`src/rtl/hs_pkg.sv`:
```
// Shared helpers for replay-style handshake blocks.
// Width helper and repeat-count limit.
package hs_pkg;

  localparam int HS_MAX_REPEAT = 65535;

  function automatic int clog2_min1(input int n);
    int w;
    w = $clog2(n);
    return (w < 1) ? 1 : w;
  endfunction

endpackage

```
`src/rtl/hs_out_slot.sv`:
```
// One-entry registered valid stage with load/drain/free strobes.
// Load wins over drain so a slot can be refilled in the cycle it empties.
module hs_out_slot (
  input  logic clk,
  input  logic rst,
  input  logic i_load,
  input  logic i_ready,
  output logic o_valid,
  output logic o_drain,
  output logic o_free
);

  logic r_valid;

  assign o_valid = r_valid;
  assign o_drain = r_valid & i_ready;
  assign o_free  = ~r_valid | i_ready;

  always_ff @(posedge clk) begin
    if (rst) begin
      r_valid <= 1'b0;
    end else if (i_load) begin
      r_valid <= 1'b1;
    end else if (o_drain) begin
      r_valid <= 1'b0;
    end
  end

endmodule

```
`src/rtl/handshake_constant_rep.sv`:
```
// Elastic constant source: each ctrl token yields REPEAT tokens of VALUE.
// Define HANDSHAKE_CONSTANT_CNT_EN to add the tok_count handshake counter.
module handshake_constant_rep
  import hs_pkg::*;
#(
  parameter int          DATA_WIDTH = 32,
  parameter logic [63:0] VALUE      = 64'd0,
  parameter int          REPEAT     = 1,
  parameter int          CNT_WIDTH  = 16
) (
  input  logic                  clk,
  input  logic                  rst,
  input  logic                  ctrl_valid,
  output logic                  ctrl_ready,
  output logic [DATA_WIDTH-1:0] outs,
  output logic                  outs_valid,
  input  logic                  outs_ready
`ifdef HANDSHAKE_CONSTANT_CNT_EN
  ,
  output logic [CNT_WIDTH-1:0]  tok_count
`endif
);

  localparam int RW = clog2_min1(REPEAT);
  localparam logic [RW-1:0] REM_INIT = RW'(REPEAT - 1);

  if (REPEAT < 1 || REPEAT > HS_MAX_REPEAT || CNT_WIDTH < 1) begin : g_bad_param
    $error("handshake_constant_rep: REPEAT must be 1..65535");
  end

  logic [RW-1:0] r_rem;
  logic          w_valid;
  logic          w_drain;
  logic          w_free;
  logic          w_accept;
  logic          w_reload;
  logic          w_load;

  assign outs       = DATA_WIDTH'(VALUE);
  assign ctrl_ready = ~rst & (r_rem == '0) & w_free;
  assign outs_valid = w_valid & ~rst;
  assign w_accept   = ctrl_valid & ctrl_ready;
  assign w_reload   = w_drain & (r_rem != '0);
  assign w_load     = w_accept | w_reload;

  hs_out_slot u_slot (
    .clk     (clk),
    .rst     (rst),
    .i_load  (w_load),
    .i_ready (outs_ready),
    .o_valid (w_valid),
    .o_drain (w_drain),
    .o_free  (w_free)
  );

  // rem counts repeats still owed beyond the one sitting in the slot
  always_ff @(posedge clk) begin
    if (rst) begin
      r_rem <= '0;
    end else if (w_accept) begin
      r_rem <= REM_INIT;
    end else if (w_reload) begin
      r_rem <= r_rem - RW'(1);
    end
  end

`ifdef HANDSHAKE_CONSTANT_CNT_EN
  logic [CNT_WIDTH-1:0] r_cnt;

  always_ff @(posedge clk) begin
    if (rst) begin
      r_cnt <= '0;
    end else if (w_drain) begin
      r_cnt <= r_cnt + CNT_WIDTH'(1);
    end
  end

  assign tok_count = r_cnt;
`endif

endmodule
```
`config.mk`:
```
export PLATFORM = sky130hd
export DESIGN_NAME = handshake_constant_rep
export DESIGN_NICKNAME = d
export VERILOG_FILES = /design/src/rtl/hs_pkg.sv /design/src/rtl/hs_out_slot.sv /design/src/rtl/handshake_constant_rep.sv
export SDC_FILE = /design/constraint.sdc
export NUM_CORES = 1
export LEC_CHECK = 0
export ABC_AREA = 1
export BUFFER_PORTS_ARGS = -buffer_cell sky130_fd_sc_hd__clkbuf_2
export CORE_AREA = 2 2 39 41
export DETAILED_ROUTE_END_ITERATION = 8
export DIE_AREA = 0 0 41 43
export GPL_ROUTABILITY_DRIVEN = 0
export SETUP_SLACK_MARGIN = 0.15
export SYNTH_ARGS = -nofsm -noshare
export SYNTH_HDL_FRONTEND = slang
export SYNTH_SLANG_ARGS = --single-unit
```
`constraint.sdc`:
```
create_clock -name clk -period 0.8 [get_ports clk]
set_input_delay 0 -clock clk [delete_from_list [all_inputs] [get_ports clk]]
set_output_delay 0 -clock clk [all_outputs]
set_load 0.03 [all_outputs]
```
==> run_results.csv <==
group,metric,value,unit
logic_synthesis,syn_avg_cell_area,7.371,µm²
cells_and_area,layout_common_cells,"conb_1 (32), buf_4 (4), inv_1 (3), clkbuf_4 (3), clkbuf_2 (3)",
sta,setup_viol,3,
clocking,clk_latency,0.22,ns
run_status,status,"finished, violations left",
pwr,p_per_area,1709,nW/µm²
cells_and_area,n_antenna_cell,0,
hold_path,hp-class,"primary input to flip-flop",
routing,drtIter0Drc,2,
routing,drtPass1Iterations,2,
routing,viasPerCell,2.808,
die,die_w,41,µm
cells_and_area,synthToLayoutAreaGrowth,3.321,%
global_route,antenna_found_initial,0,
place,place_hpwl,280.9,µm
flow_run,maxCapViolCount,0,
routing,top_layer_used,"met4",
worst_setup_path,critPathKind,"flip-flop to primary output",
die,initial_utilization,24.50,%
worst_setup_path,start_kind,"flip-flop",
die,die_h,43,µm
worst_setup_path,crit_fanout,2,
logic_synthesis,ys_types,12,
routing,wl_met1,105,µm
die,ios,38,
clocking,htree_num_levels,1,
sta,fmax,1141,MHz
worst_setup_path,crit_chain,"nor2_4 -> and2_4 -> buf_8",
global_route,grt_pass1_vias,153,
global_route,overflow,0,
cells_and_area,final_cells,73,
sta,worst_hold_slack,-0.01472,ns
logic_synthesis,synth_seq_cells,2,
clocking,cts.sinks,2,
sta,rsz0062_at_grt,"yes",
routing,wl_per_cell,5.726,µm
die,core,1384,µm²
sta,slew_viol_final,0,
sta,hold_violations,1,
run_status,violations,"negative hold slack, negative setup slack",
pwr,power.static_leakage,0.2052,nW
worst_setup_path,slowest_delay,0.32,ns
sta,finalCriticalPeriod,0.8767,ns
routing,wl_met2,225,µm
routing,wl_met3,80,µm
cells_and_area,layout_commonest_cell,"conb_1",
worst_setup_path,critPathBufInv,1,
pwr,peakVddDrop,385.9,µV
global_route,grt_max_degree,5,
cells_and_area,drive_gt1_share,33.33,%
place,dp_slack,0.04271,ns
worst_setup_path,end_kind,"primary output",
clocking,cts.root.buffer_cell,"clkbuf_4",
routing,wirelength,418,µm
logic_synthesis,synth_cells,46,
sta,finalCritPeriodShare,109.6,%
die,rows,14,
place,place.port_buffers,5,
global_route,grt_usage,5.711,%
clocking,cts_tree,"built",
routing,drc_errors,0,
logic_synthesis,syn_area,339.1,µm²
sta,fin_ws,-0.07671,ns
sta,clock_skew,0.0008151,ns
clocking,clk_pin_slew,0.03,ns
global_route,grt_pass1_wl,552,µm
die,die-area,1763,µm²
worst_setup_path,crit_slowest_cell,"dfxtp_2",
routing,vias,205,
routing,ant_nets,0,
clocking,cts_buffers,3,
clocking,clock_path_buffers,2,
worst_setup_path,worstPathArrival,0.88,ns
cells_and_area,final_nets,63,
logic_synthesis,yosys_warnings,0,
worst_setup_path,critPathTopFamily,"flip-flops",
place,dp_cells,66,
worst_setup_path,critical_path_required,0.80,ns
logic_synthesis,synth-seq-area-share,11.81,%
[layer usage]
layer | global-route usage, % | vias to the layer above
met1 | 4.473 | 85
met2 | 6.875 | 21
li1 | - | 97
met3 | 3.141 | 2
met5 | 0 | -
met4 | 10.00 | 0
[flip-flops by register name, indices dropped and copies added (netlist names)]
signal	count
r_rem	1
u_slot.o_valid	1
[worst register-to-register path, cell delays in order, from the launching register on]
cell	delay, ns
dfxtp_2	0.34
nor2_4	0.03
buf_4	0.12
buf_4	0.12
nand3_1	0.07
a21oi_1	0.06
[where the power goes]
group          internal (W)  switching, W  leakage (nW)  total [W]
combinational     0.0000382      0.000229         0.174   0.000268
sequential         0.000104    0.00000260        0.0172   0.000107
clock              0.000166     0.0000586        0.0138   0.000224
total              0.000308      0.000291         0.205   0.000599
[cell usage after synthesis, drive strengths merged]
library cell | number | share of area [%]
dfxtp | 2 | 12
nand2 | 1 | 1.1
buf | 32 | 71
inv | 3 | 3.3
nand3 | 1 | 1.5
a211oi | 1 | 2.2
a21oi | 1 | 1.5
nor2 | 2 | 3.0
and2 | 1 | 2.2
conb | 1 | 1.1
o21ai | 1 | 1.5
[cell type report]
type / instances / area, µm²
inverters: 3 / 11.26
repair buffers: 9 / 73.82
clock buffers: 3 / 22.52
well taps: 16 / 20.02
fillers: 173 / 1033
multi-input cells: 40 / 180.2
flip-flops and latches: 2 / 42.54
[cell families (layout without fill, tap and decap cells)]
| family | Yosys count | count (layout) | synth area share [%] |
|---|---|---|---|
| simple gates | 5 | 5 | 7.748 |
| other cells | 1 | 32 | 1.106 |
| compound gates | 3 | 3 | 5.164 |
| buf+inv | 35 | 15 | 74.17 |
| flops | 2 | 2 | 11.81 |
[path summary, 6_finish.rpt]
path | end | depth (start not counted) | slack, ns | startpoint
max | ctrl_ready | 3 | -0.08 | r_rem$_SDFFE_PP0P_
min | r_rem$_SDFFE_PP0P_ | 2 | -0.01 | outs_ready
max reg2reg | u_slot.o_valid$_SDFFE_PP0P_ | 5 | -0.05 | r_rem$_SDFFE_PP0P_
min reg2reg | u_slot.o_valid$_SDFFE_PP0P_ | 3 | 0.54 | u_slot.o_valid$_SDFFE_PP0P_
[stage by stage]
step,setup TNS [ns],utilization (%),total power [W],area (µm²),hold slack (ns)
after floorplan,0,-,0.0004467,457.9,0.06387
after global placement,0,18.99,0.0003413,262.8,0.2125
after detailed placement,0,18.99,0.0003417,262.8,0.2204
after CTS,-0.2058,24.86,0.0006105,344.1,-0.03160
after global routing,-0.3473,25.32,0.0006435,350.3,-0.01417
final,-0.1792,25.32,0.0005986,350.3,-0.01472
[what timing repair did]
action | 4_1_cts | 5_1_grt
gates resized for setup | 9 | 2
endpoints found under the setup margin | 4 | 4
pin swaps | 3 | 2
endpoints found under the hold margin | 1 | 1
buffers inserted | 4 | 0
No activity file was read; power rests on OpenSTA's default activity.
